[config.mk]
export PLATFORM = sky130hd
export DESIGN_NAME = seg_scan_flat
export DESIGN_NICKNAME = d
export VERILOG_FILES = /design/src/rtl/seg_scan_if.sv /design/src/rtl/seg_scan.sv /design/src/flat_wrapper.sv
export SDC_FILE = /design/constraint.sdc
export NUM_CORES = 1
export LEC_CHECK = 0
export CAP_MARGIN = 20
export CORE_AREA = 2 2 98 81
export CTS_CLUSTER_DIAMETER = 120
export DETAILED_ROUTE_END_ITERATION = 8
export DIE_AREA = 0 0 100 83
export GPL_TIMING_DRIVEN = 0
export HOLD_SLACK_MARGIN = 0.08
export PLACE_DENSITY = 0.67
export SLEW_MARGIN = 20
export SYNTH_ARGS = -nofsm -noshare
export SYNTH_HDL_FRONTEND = slang
export SYNTH_SLANG_ARGS = --single-unit
[constraint.sdc]
create_clock -name clk -period 3.5 [get_ports clk]
set_input_delay 0.525 -clock clk [delete_from_list [all_inputs] [get_ports clk]]
set_output_delay 0.525 -clock clk [all_outputs]
set_load 0.05 [all_outputs]
[src/rtl/seg_scan_if.sv]
// seg_scan_if: digit-pattern bus between the pattern producers and the
// seven-segment scan driver.
//   dig0..dig3  : active-low {dp,g..a} patterns, digit 0 rightmost
//   seg         : active-low segment lines
//   an          : active-low anode selects
//   frame_start : one-cycle pulse in the first cycle of slot 0
interface seg_scan_if;
   logic [7:0] dig0;
   logic [7:0] dig1;
   logic [7:0] dig2;
   logic [7:0] dig3;
   logic [7:0] seg;
   logic [3:0] an;
   logic       frame_start;

   // Producer side: drives patterns, observes display lines
   modport master (
      output dig0, dig1, dig2, dig3,
      input  seg, an, frame_start
   );

   // Scan driver side
   modport slave (
      input  dig0, dig1, dig2, dig3,
      output seg, an, frame_start
   );
endinterface

[src/rtl/seg_scan.sv]
// seg_scan: time-multiplexed driver for a 4-digit common-anode display.
// Snapshots four segment patterns once per frame and scans one digit per
// slot, with an all-anodes-off gap at the start of each slot.
// Ports:
//   clk : system clock
//   rst : synchronous active-high reset
//   bus : seg_scan_if.slave (dig0..dig3 in; seg, an, frame_start out, all registered)
module seg_scan #(
   parameter int unsigned REFRESH_DIV  = 100000,
   parameter int unsigned BLANK_CYCLES = 1000
) (
   input  logic       clk,
   input  logic       rst,
   seg_scan_if.slave  bus
);

   localparam int unsigned CNT_W     = $clog2(REFRESH_DIV);
   localparam bit          HAS_BLANK = (BLANK_CYCLES != 0);

   typedef enum logic {
      BLANK = 1'b0,
      SHOW  = 1'b1
   } phase_t;

   // Registered state: describes the cycle currently on the outputs
   phase_t           phase;
   logic [CNT_W-1:0] cnt;
   logic [1:0]       idx;
   logic             running;
   logic [7:0]       snap [4];
   logic [7:0]       seg_q;
   logic [3:0]       an_q;
   logic             fs_q;

   // Next-state values
   phase_t           phase_n;
   logic [CNT_W-1:0] cnt_n;
   logic [1:0]       idx_n;
   logic             load;
   logic             wrap;
   logic [7:0]       seg_n;
   logic [3:0]       an_n;
   logic             fs_n;

   // Phase register
   always_ff @(posedge clk) begin
      if (rst) begin
         phase <= BLANK;
      end else begin
         phase <= phase_n;
      end
   end

   // Slot counter, digit index and frame snapshot; first edge out of reset
   // restarts at slot 0 and reloads the snapshot
   always_comb begin
      cnt_n   = cnt;
      idx_n   = idx;
      load    = 1'b0;
      wrap    = 1'b0;
      phase_n = phase;
      if (!running) begin
         cnt_n = '0;
         idx_n = '0;
         load  = 1'b1;
         wrap  = 1'b1;
      end else if (cnt == CNT_W'(REFRESH_DIV - 1)) begin
         cnt_n = '0;
         idx_n = idx + 2'd1;
         load  = (idx == 2'd3);
         wrap  = 1'b1;
      end else begin
         cnt_n = cnt + CNT_W'(1);
      end

      // Each slot opens in BLANK (if any) and moves to SHOW once the gap ends
      if (wrap) begin
         phase_n = HAS_BLANK ? BLANK : SHOW;
      end else if (phase == BLANK && 32'(cnt_n) == BLANK_CYCLES) begin
         phase_n = SHOW;
      end
   end

   // Output decode for the upcoming cycle; on a load edge digit 0 comes
   // straight from the inputs being captured
   always_comb begin
      seg_n = 8'hFF;
      an_n  = 4'hF;
      fs_n  = load;
      if (phase_n == SHOW) begin
         an_n  = ~(4'b0001 << idx_n);
         seg_n = load ? bus.dig0 : snap[idx_n];
      end
   end

   // Datapath and output registers
   always_ff @(posedge clk) begin
      if (rst) begin
         cnt     <= '0;
         idx     <= '0;
         running <= 1'b0;
         for (int i = 0; i < 4; i++) begin
            snap[i] <= 8'hFF;
         end
         seg_q   <= 8'hFF;
         an_q    <= 4'hF;
         fs_q    <= 1'b0;
      end else begin
         cnt     <= cnt_n;
         idx     <= idx_n;
         running <= 1'b1;
         if (load) begin
            snap[0] <= bus.dig0;
            snap[1] <= bus.dig1;
            snap[2] <= bus.dig2;
            snap[3] <= bus.dig3;
         end
         seg_q   <= seg_n;
         an_q    <= an_n;
         fs_q    <= fs_n;
      end
   end

   assign bus.seg         = seg_q;
   assign bus.an          = an_q;
   assign bus.frame_start = fs_q;

endmodule

[src/flat_wrapper.sv]
// flat-port wrapper written by rule: the top's interface ports become plain ports
module seg_scan_flat 
#(
   parameter int unsigned REFRESH_DIV  = 100000,
   parameter int unsigned BLANK_CYCLES = 1000
)
  (clk, rst, bus_dig0, bus_dig1, bus_dig2, bus_dig3, bus_seg, bus_an, bus_frame_start);
  seg_scan_if bus_i ();
  input  logic clk;
  input  logic rst;
  input wire logic [$bits(bus_i.dig0)-1:0] bus_dig0;
  input wire logic [$bits(bus_i.dig1)-1:0] bus_dig1;
  input wire logic [$bits(bus_i.dig2)-1:0] bus_dig2;
  input wire logic [$bits(bus_i.dig3)-1:0] bus_dig3;
  output wire logic [$bits(bus_i.seg)-1:0] bus_seg;
  output wire logic [$bits(bus_i.an)-1:0] bus_an;
  output wire logic [$bits(bus_i.frame_start)-1:0] bus_frame_start;
  assign bus_i.dig0 = bus_dig0;
  assign bus_i.dig1 = bus_dig1;
  assign bus_i.dig2 = bus_dig2;
  assign bus_i.dig3 = bus_dig3;
  assign bus_seg = bus_i.seg;
  assign bus_an = bus_i.an;
  assign bus_frame_start = bus_i.frame_start;
  seg_scan #(.REFRESH_DIV(REFRESH_DIV), .BLANK_CYCLES(BLANK_CYCLES)) u_core (.clk(clk), .rst(rst), .bus(bus_i));
endmodule
## Yosys cells after proc, flatten, opt, wreduce, memory -nomap -nowiden

Memory sizes are Yosys's and may differ from the RTL's. A register that Yosys moved wholly into a read port is not among the register bits.
Cells that the tools add are included.

- $add $sub $neg: 2
- Multiply operators: 0
- Div/mod/pow operators: 0
- $lt $le $gt $ge: 0
- Equal/unequal tests: 3
- Shift operators: 1
- Mux-type cells: 20
- Bitwise operators: 7
- Reductions and logical operators: 2

Operators by type and width:

| kind | count |
|---|---|
| $mux 17 | 2 |
| $mux 8 | 4 |
| $add 17x1->17 const B | 1 |
| $eq 17x10->1 const B | 1 |
| $eq 17x17->1 const B | 1 |
| $mux 1 | 12 |
| $mux 2 | 2 |
| $not 4->4 | 1 |
| $or 1x1->1 | 4 |
| $shl 1x2->4 const A | 1 |
| $add 2x1->2 const B | 1 |
| $eq 2x2->1 const B | 1 |
| $not 1->1 | 2 |
| $reduce_or 2->1 | 1 |
| $logic_and 1x1->1 | 1 |

- Flip-flop bits (word level): 26
- Latch bits: 0
- RAM bits: 32
- Bits in read-only memories: 0
- Bits of input ports: 34
- Memories: 1

Memory list:

| name | words | bits a word | read ports | clocked after memory_dff | wr ports | RTL line | text |
|---|---|---|---|---|---|---|---|
| u_core.snap | 4 | 8 | 1 | 1 | 4 | seg_scan.sv:30 | `logic [7:0] snap [4];` |

## Longest topological paths before layout

Gate-level depths: netlist of the first run.

- Depth in word-level cells: 9
- Gate-level depth with buffers: 10
- Depth with buffers taken out: 7

## Worst setup path after synthesis of the first run

Ideal clock, no wire load.

- Path type: register to register
- From: reg u_core.cnt[0]
- To: reg u_core.seg_q[3] (netlist: u_core.bus.seg[3]) (read register of u_core.snap)
- Arrival: 2,341 ps
- Required time: 3,357 ps
- Path slack: 1,015 ps
- Stages on the path, launching flop included: 10
- Buffers on the path: 2
- Path through: dfxtp_1 ha_1 clkbuf_1 and4_2 and4_1 buf_4 mux2i_2 and2b_1 a2111oi_0 o211ai_1

- Longest elaborated chain between the ends: 9
- Elaborated cells on any way between the ends: 14
- Those cells by class: 1 x add/sub; 2 x eq/ne; 8 x mux; 1 x bitwise; 2 x reduce/logical

Ends and longest elaborated chain:

| what | RTL line | text |
|---|---|---|
| from (decl) | seg_scan.sv:27 | `logic [CNT_W-1:0] cnt;` |
| from (signal assigned) | seg_scan.sv:109 | `cnt <= cnt_n;` |
| $add 17x1->17 or $eq 17x17->1 (tied branches) | seg_scan.sv:73, seg_scan.sv:67 |  |
| $mux 17 | seg_scan.sv:67 | `end else if (cnt == CNT_W'(REFRESH_DIV - 1)) begin` |
| $mux 17 | seg_scan.sv:62 | `if (!running) begin` |
| $eq 17x10->1 | seg_scan.sv:79 | `end else if (phase == BLANK && 32'(cnt_n) == BLANK_CYCLES) begin` |
| $logic_and 1x1->1 | seg_scan.sv:79 |  |
| $mux 1 | seg_scan.sv:79 |  |
| $mux 1 | seg_scan.sv:77 | `if (wrap) begin` |
| $not 1->1 (no line) | - |  |
| $reduce_or 2->1 (no line) | - |  |
| to (decl) | seg_scan.sv:31 | `logic [7:0] seg_q;` |

Several ways; a longest one is shown, not always the timed one.
A chain may end at the register's enable or synchronous reset.

## Worst setup path in the final report of the first run

- From: reg u_core.cnt[1]
- To: reg u_core.seg_q[0] (netlist: u_core.bus.seg[0]) (read register of u_core.snap)

The elaborated chain is that of the path after synthesis.

==> summary.md, run 1 <==
| Metric | Value |
|---|---|
| Maximum number of pins on one net before global-route repair | `33` |
| Capture point of the worst path | `u_core.bus.seg[0]$_SDFF_PP1_` |
| Basic-gate share of the synthesized area counting and, or, nand and nor cells | `0.253` |
| Worst clock skew | `12.7 ps` |
| Detailed-route wire length | `7080 µm` |
| Number of enable-type register cells in the synthesized netlist | `32` |
| Mean number of vias per cell | `5.32` |
| Worst slew slack as a fraction of its limit | `0.440` |
| CTS buffer count | `9` |
| Kind of cell with the highest combined delay on the critical path | `compound AO/OA/AOI/OAI gates` |
| Kind of capture point of the worst setup path | `flip-flop` |
| Depth of the critical timing path with buffers and inverters included | `9` |
| Class of the tightest hold or removal check | `reg2reg` |
| Ordered list of cells on the worst path | `ha_1 -> clkbuf_1 -> and4_2 -> and4_1 -> buf_4 -> mux2i_2 -> nor2b_1 -> a2111oi_0 -> o211ai_1` |
| Most instantiated flip-flop cell in the synthesis netlist | `sky130_fd_sc_hd__dfxtp_1` |
| Combined area of the multi-input logic cells | `0.00143 mm²` |
| Power per Cell Area | `379 mW/mm²` |
| Starting Density | `0.438` |
| Master cell of the clock root buffer | `sky130_fd_sc_hd__clkbuf_8` |
| Worst-case vdd ir drop | `177 µV` |
| Final sum of negative setup slack | `0 ps` |
| Area of the placeable core | `0.00729 mm²` |
| Time the worst path needs with I/O delays and setup | `3170 ps` |
| Die footprint | `0.00830 mm²` |
| Vias in the first global route | `2,294` |
| Leak pwr | `1.21 nW` |
| Relative contribution of sequential cells to total power | `0.564` |
| Initial antenna violation count | `0` |
| Standard cell with the maximum stage delay on the critical path | `sky130_fd_sc_hd__a2111oi_0` |
| RSZ-0062 raised after global routing | `no` |
| Total congestion overflow after global routing | `0` |
| Most common cell after layout, fill and taps aside | `sky130_fd_sc_hd__clkdlybuf4s50_1` |
| Worst endpoint required time | `3660 ps` |
| Critical path buffers and inverters | `2` |
| Number of vias in the routed layout | `2,488` |
| Dominant combinational cell family by area after synthesis | `simple AND/OR/NAND/NOR gates` |
| Share of total power consumed by net switching | `0.214` |
| Synth warnings | `0` |
| Result of the run | `finished, final reports clean` |
| Die W | `100 µm` |
| FILL cells | `662` |
| Distinct cells, synth | `47` |
| First drt pass iteration count | `4` |
| Post-Synthesis Cells | `317` |
| Register bit total from synthesis | `66` |
| Count of unresolved DRC violations after routing | `0` |
| Register Area | `0.00164 mm²` |
| Residual antenna-violating net count after detailed routing | `0` |
| Resize count post-CTS | `0` |
| Routability cong. | `0.880` |
| Xor/xnor share of the synthesized area | `0.0439` |
| Number of standard-cell rows in the floorplan | `28` |
| Crit Path Category | `reg2reg` |
| Type of element launching the critical path | `flip-flop` |
| Area grow syn2layout | `23.4%` |
| Share of synthesized area occupied by flip-flops and latches | `0.515` |
| Post-CTS repair timing setup buffer count | `0` |
| Final worst setup slack | `332 ps` |
| Launch instance of the worst register-to-register path | `u_core.cnt[1]$_SDFF_PP0_` |
| Portion of netlist area occupied by mux cells | `0.0349` |
| Routed wire per std cell | `15.1 µm` |
| Share of flip-flops with an asynchronous set or reset after synthesis | `0` |
| Hold buffers post-CTS | `0` |
| Commonest non-fill, non-tap cells in the layout | `sky130_fd_sc_hd__clkdlybuf4s50_1 (46), sky130_fd_sc_hd__nand3_1 (34), sky130_fd_sc_hd__dfxtp_1 (34)` |
| Worst path arrival time | `3330 ps` |
| Timing-limited maximum frequency | `0.316 GHz` |
| Share of layout cells above drive strength 1 | `0.0952` |
| CP peak stage delay | `750 ps` |
| Detailed Place HPWL | `5100 µm` |
| Max_cap viols | `0` |
| Total Nets Final | `410` |
| Worst Tran Pin Value | `819 ps` |
| Mean instance size in the synthesized netlist | `10.1 µm²` |
| Number of failing hold endpoints at the final stage | `0` |
| P_sw | `0.319 mW` |
| DRC marker count from the first detailed-route iteration | `197` |
| Internal power summed over all cells | `1.17 mW` |
| TritonCTS clock tree | `built` |
| Complex-gate fraction of the synthesized area | `0.108` |
| Total number of H-tree levels | `3` |
| Post-Route Utilization | `0.540` |
| Post-synthesis net count | `353` |
| Clk Latency, worst-skew pair | `330 ps` |
| CP Launch Point | `u_core.cnt[1]$_SDFF_PP0_` |
| Ports placed on the boundary | `47` |
| Clock Tree Buf Depth | `2` |
| Period utilisation layout | `0.905` |
| CTS sink count | `66` |
| Number of buffers added on ports | `46` |
| Clock transition at path regs | `70 ps` |
| Finish-stage setup viols | `0` |
| Pins Over Slew Limit | `0` |
| Setup slack, reg-to-reg | `330 ps` |
| Setup WS pre-CTS | `414 ps` |
| Clk pwr share | `0.380` |
| First-pass GRT wire length | `11,600 µm` |
| Path depth of the worst reg2reg path | `9` |
| Synthesized area | `0.00319 mm²` |
| Critical-path maximum fanout | `10` |
| Capture instance of the worst register-to-register path | `u_core.bus.seg[0]$_SDFF_PP1_` |
| ANT cells | `0` |
| Adder and majority gate portion of the synthesized area | `0.00784` |
| GRT Overall Usage | `0.179` |
| Relative contribution of combinational cells to total power | `0.056` |
| Die H | `83 µm` |
-- sequential cells by signal, summed over array words and instances, names as in the netlist --
| register | cells |
|---|---|
| u_core.bus.an | 4 |
| u_core.bus.frame_start | 1 |
| u_core.bus.seg | 8 |
| u_core.cnt | 17 |
| u_core.idx | 2 |
| u_core.phase | 1 |
| u_core.running | 1 |
| u_core.snap | 32 |
-- worst min path at each step --
stage / from / to / slack, ps / cells after the start
after CTS: u_core.cnt[0]$_SDFF_PP0_ / u_core.cnt[0]$_SDFF_PP0_ / 490 / 1
final: u_core.snap[0][2]$_SDFFCE_PN1P_ / u_core.bus.seg[2]$_SDFF_PP1_ / 490 / 2
after global routing: u_core.snap[0][2]$_SDFFCE_PN1P_ / u_core.bus.seg[2]$_SDFF_PP1_ / 530 / 2
after global placement: u_core.cnt[0]$_SDFF_PP0_ / u_core.cnt[0]$_SDFF_PP0_ / 460 / 1
after floorplan: u_core.cnt[0]$_SDFF_PP0_ / u_core.cnt[0]$_SDFF_PP0_ / 440 / 1
after detailed placement: u_core.cnt[0]$_SDFF_PP0_ / u_core.cnt[0]$_SDFF_PP0_ / 470 / 1
-- synth_stat cells (3+ instances only) --
| cell type | count | area, µm² |
|---|---|---|
| sky130_fd_sc_hd__clkbuf_1 | 14 | 52.6 |
| sky130_fd_sc_hd__nor2b_1 | 6 | 37.5 |
| sky130_fd_sc_hd__mux2_2 | 6 | 67.6 |
| sky130_fd_sc_hd__and3_1 | 4 | 25.0 |
| sky130_fd_sc_hd__nand3_1 | 34 | 170 |
| sky130_fd_sc_hd__dfxtp_1 | 34 | 681 |
| sky130_fd_sc_hd__or3_1 | 5 | 31.3 |
| sky130_fd_sc_hd__o21ai_0 | 3 | 15.0 |
| sky130_fd_sc_hd__xnor2_1 | 11 | 96.3 |
| sky130_fd_sc_hd__a31oi_1 | 4 | 25.0 |
| sky130_fd_sc_hd__a2111oi_0 | 6 | 52.6 |
| sky130_fd_sc_hd__a21oi_1 | 19 | 95.1 |
| sky130_fd_sc_hd__nand2_1 | 16 | 60.1 |
| sky130_fd_sc_hd__edfxtp_1 | 32 | 961 |
| sky130_fd_sc_hd__nand2b_1 | 33 | 206 |
| sky130_fd_sc_hd__o211ai_1 | 11 | 82.6 |
| sky130_fd_sc_hd__nor2_1 | 24 | 90.1 |
| sky130_fd_sc_hd__inv_1 | 7 | 26.3 |
| sky130_fd_sc_hd__nor3_1 | 3 | 15.0 |
| sky130_fd_sc_hd__buf_2 | 3 | 15.0 |
| sky130_fd_sc_hd__mux2i_1 | 3 | 30.0 |
| sky130_fd_sc_hd__xor2_1 | 5 | 43.8 |
| sky130_fd_sc_hd__nand4_1 | 5 | 31.3 |
-- kinds of logic after synthesis --
group,after synthesis
XOR/XNOR,16
flip-flops,66
AND/OR/NAND/NOR,144
AO/OA/AOI/OAI,52
adder cells (fa/ha/maj),2
multiplexers,10
buffers and inverters,27
-- layout make-up --
cell class                      instances  area share
Clock buffer                           12      0.0397
Multi-Input combinational cell        224       0.364
Clock inverter                          3     0.00381
Sequential cell                        66       0.417
Buffer                                 20      0.0238
Inverter                                7     0.00667
Tap cell                               90      0.0286
Timing Repair Buffer                   46       0.117
-- routing by layer --
layer  global-route usage  routed length (µm)  vias up
li1                     -                   -     1256
met1                0.266                3540     1141
met2                0.249                3000       85
met3               0.0522                 468        6
met4               0.0598                  66        0
met5                    0                   0        -
-- stage by stage --
| step | power (mW) | hold slack [ps] | area [µm²] | cells |
|---|---|---|---|---|
| floorplan | 0.889 | 441 | 3190 | 317 |
| global placement | 0.940 | 462 | 3760 | 453 |
| detailed placement | 0.941 | 469 | 3770 | 453 |
| CTS | 1.50 | 491 | 3940 | 468 |
| global route | 1.55 | 531 | 3940 | 468 |
| finish | 1.49 | 487 | 3940 | 468 |
-- worst min-delay path: stages, from the launching register on --
cell and delay, ps:
sky130_fd_sc_hd__edfxtp_1 320, sky130_fd_sc_hd__a21oi_1 60, sky130_fd_sc_hd__o211ai_1 70
-- power by group through the flow --
stage | Combinational, mW | Sequential, mW | Clock, mW
global route | 0.0913 | 0.842 | 0.617
CTS | 0.0846 | 0.840 | 0.579
detailed placement | 0.0843 | 0.857 | 0
finish | 0.0836 | 0.840 | 0.567
floorplan | 0.0339 | 0.855 | 0
global placement | 0.0830 | 0.857 | 0
(Power assumes the default switching activity.)
==> run 2: changes to the inputs <==
--- a/config.mk
+++ b/config.mk
@@ -6,10 +6,10 @@
 export NUM_CORES = 1
 export LEC_CHECK = 0
 export CAP_MARGIN = 20
-export CORE_AREA = 2 2 98 81
+export CORE_AREA = 5 5 101 84
 export CTS_CLUSTER_DIAMETER = 120
 export DETAILED_ROUTE_END_ITERATION = 8
-export DIE_AREA = 0 0 100 83
+export DIE_AREA = 0 0 106 89
 export GPL_TIMING_DRIVEN = 0
 export HOLD_SLACK_MARGIN = 0.08
 export PLACE_DENSITY = 0.67
==> run 2 against run 1 <==
  * Sequential power about the same
  * Hold slack got worse by 2.5 ps
  * Sequential share of layout area decreased by 0.46 points
  * Combinational power about the same
  * Routed wire length increased by 0.11%
  * Global-route usage decreased by 2.0 points
  * First-iteration DRC count increased by 35%
  * Fmax increased by 0.31%
  * Critical endpoint unchanged
  * Largest power group unchanged
==> summary.md, run 2 (same netlist as run 1, synthesis figures left out) <==
| Metric | Value |
|---|---|
| Time the worst path needs with I/O delays and setup | `3160 ps` |
| Total congestion overflow after global routing | `0` |
| Share of layout cells above drive strength 1 | `0.103` |
| First drt pass iteration count | `6` |
| Starting Density | `0.438` |
| Timing-limited maximum frequency | `0.317 GHz` |
| Detailed Place HPWL | `5290 µm` |
| Power per Cell Area | `399 mW/mm²` |
| Clock transition at path regs | `70 ps` |
| Final sum of negative setup slack | `0 ps` |
| Combined area of the multi-input logic cells | `0.00143 mm²` |
| Register Area | `0.00164 mm²` |
| Top reg by flops | `u_core.snap` |
| Final worst hold slack | `485 ps` |
| Number of vias in the routed layout | `2,505` |
| Most common cell after layout, fill and taps aside | `sky130_fd_sc_hd__clkdlybuf4s50_1` |
| Worst Tran Pin Value | `823 ps` |
| GRT Overall Usage | `0.159` |
| Routability cong. | `0.832` |
| Number of failing hold endpoints at the final stage | `0` |
| TritonCTS clock tree | `built` |
| FILL cells | `661` |
| CTS buffer count | `9` |
| Cell area reported after detailed placement | `0.00377 mm²` |
| Total Nets Final | `410` |
| Residual antenna-violating net count after detailed routing | `0` |
| Commonest non-fill, non-tap cells in the layout | `sky130_fd_sc_hd__clkdlybuf4s50_1 (46), sky130_fd_sc_hd__nand3_1 (34), sky130_fd_sc_hd__dfxtp_1 (34)` |
| Max_cap viols | `0` |
| Detailed-route wire length | `7090 µm` |
| Clk Latency, worst-skew pair | `350 ps` |
| Worst-case vdd ir drop | `205 µV` |
| Worst path arrival time | `3350 ps` |
| Max FFs per register | `32` |
| Total number of H-tree levels | `3` |
| CTS sink count | `66` |
| Vias in the first global route | `2,364` |
| DRC marker count from the first detailed-route iteration | `265` |
| Final worst setup slack | `342 ps` |
| Result of the run | `finished, final reports clean` |
| Count of unresolved DRC violations after routing | `0` |
| Die W | `106 µm` |
| Clock Tree Buf Depth | `2` |
| Post-route total power | `1.59 mW` |
| Maximum number of pins on one net before global-route repair | `33` |
| Type of element launching the critical path | `flip-flop` |
| Routed wire per std cell | `15.1 µm` |
| Worst clock skew | `9.75 ps` |
| Worst slew slack as a fraction of its limit | `0.437` |
| Die footprint | `0.00943 mm²` |
| Initial antenna violation count | `0` |
| First-pass GRT wire length | `11,600 µm` |
| ANT cells | `0` |
| Leak pwr | `1.23 nW` |
| Resize count post-CTS | `0` |
| Hold buffers post-CTS | `0` |
| Critical-path maximum fanout | `10` |
| Class of the tightest hold or removal check | `reg2reg` |
| Setup WS pre-CTS | `434 ps` |
| Area grow syn2layout | `24.8%` |
| Area of all placed cells without fillers | `0.00398 mm²` |
| Die H | `89 µm` |
| Finish-stage setup viols | `0` |
| Number of standard-cell rows in the floorplan | `28` |
| Mean number of vias per cell | `5.34` |
| Kind of capture point of the worst setup path | `flip-flop` |
| Pins Over Slew Limit | `0` |
| RSZ-0062 raised after global routing | `no` |
| Period utilisation layout | `0.902` |
| Post-CTS repair timing setup buffer count | `0` |
| Ports placed on the boundary | `47` |
| Crit Path Category | `reg2reg` |
| Master cell of the clock root buffer | `sky130_fd_sc_hd__clkbuf_8` |
| Area of the placeable core | `0.00729 mm²` |
| Worst endpoint required time | `3690 ps` |
| Number of buffers added on ports | `46` |
## run 2: changes by cell type in the layout (fill, tap and decap cells not counted)
cell	delta
sky130_fd_sc_hd__inv_6	+1
sky130_fd_sc_hd__clkbuf_1	-2
sky130_fd_sc_hd__inv_4	+1
sky130_fd_sc_hd__clkbuf_16	+1
sky130_fd_sc_hd__clkinv_2	-2
sky130_fd_sc_hd__clkbuf_8	+1
sky130_fd_sc_hd__clkinvlp_4	+1
## run 2: metal layers
metal  vias to the layer above  wire (µm)  global-route usage
li1                       1260          -                   -
met1                      1139       3460               0.226
met2                        93       2960               0.230
met3                        13        548              0.0484
met4                         0        120              0.0624
met5                         -          0                   0
## run 2: cell type report
class	count	share of cell area
Multi-Input combinational cell	224	0.360
Tap cell	90	0.0283
Inverter	7	0.00660
Buffer	20	0.0236
Timing Repair Buffer	46	0.116
Clock buffer	12	0.0471
Sequential cell	66	0.412
Clock inverter	4	0.00691
## run 2: final timing paths
check / from / end / slack (ps) / cells past startpoint
max reg2reg: u_core.cnt[1]$_SDFF_PP0_ / u_core.bus.seg[0]$_SDFF_PP1_ / 340 / 9
max: u_core.cnt[1]$_SDFF_PP0_ / u_core.bus.seg[0]$_SDFF_PP1_ / 340 / 9
min: u_core.snap[0][2]$_SDFFCE_PN1P_ / u_core.bus.seg[2]$_SDFF_PP1_ / 480 / 2
min reg2reg: u_core.snap[0][2]$_SDFFCE_PN1P_ / u_core.bus.seg[2]$_SDFF_PP1_ / 480 / 2
## run 2: metrics by stage
step,std cells,utilization
2_1_floorplan,317,-
3_3_place_gp,453,0.516
3_5_place_dp,453,0.517
4_1_cts,469,0.546
5_1_grt,469,0.546
6_report,469,0.546
## run 2: power breakdown
| group | total [mW] | internal [mW] | leakage (nW) | switching [mW] |
|---|---|---|---|---|
| logic | 0.0834 | 0.0482 | 0.576 | 0.0352 |
| registers | 0.840 | 0.830 | 0.546 | 0.00988 |
| clock network | 0.666 | 0.364 | 0.110 | 0.302 |
| total | 1.59 | 1.24 | 1.23 | 0.347 |
## run 2: worst max-delay path, stage by stage (launching register included)
cell and delay (ps):
sky130_fd_sc_hd__dfxtp_1 410, sky130_fd_sc_hd__ha_1 170, sky130_fd_sc_hd__clkbuf_1 280, sky130_fd_sc_hd__and4_2 280
sky130_fd_sc_hd__and4_1 240, sky130_fd_sc_hd__buf_4 210, sky130_fd_sc_hd__mux2i_2 420, sky130_fd_sc_hd__nor2b_1 80
sky130_fd_sc_hd__a2111oi_0 750, sky130_fd_sc_hd__o211ai_1 160
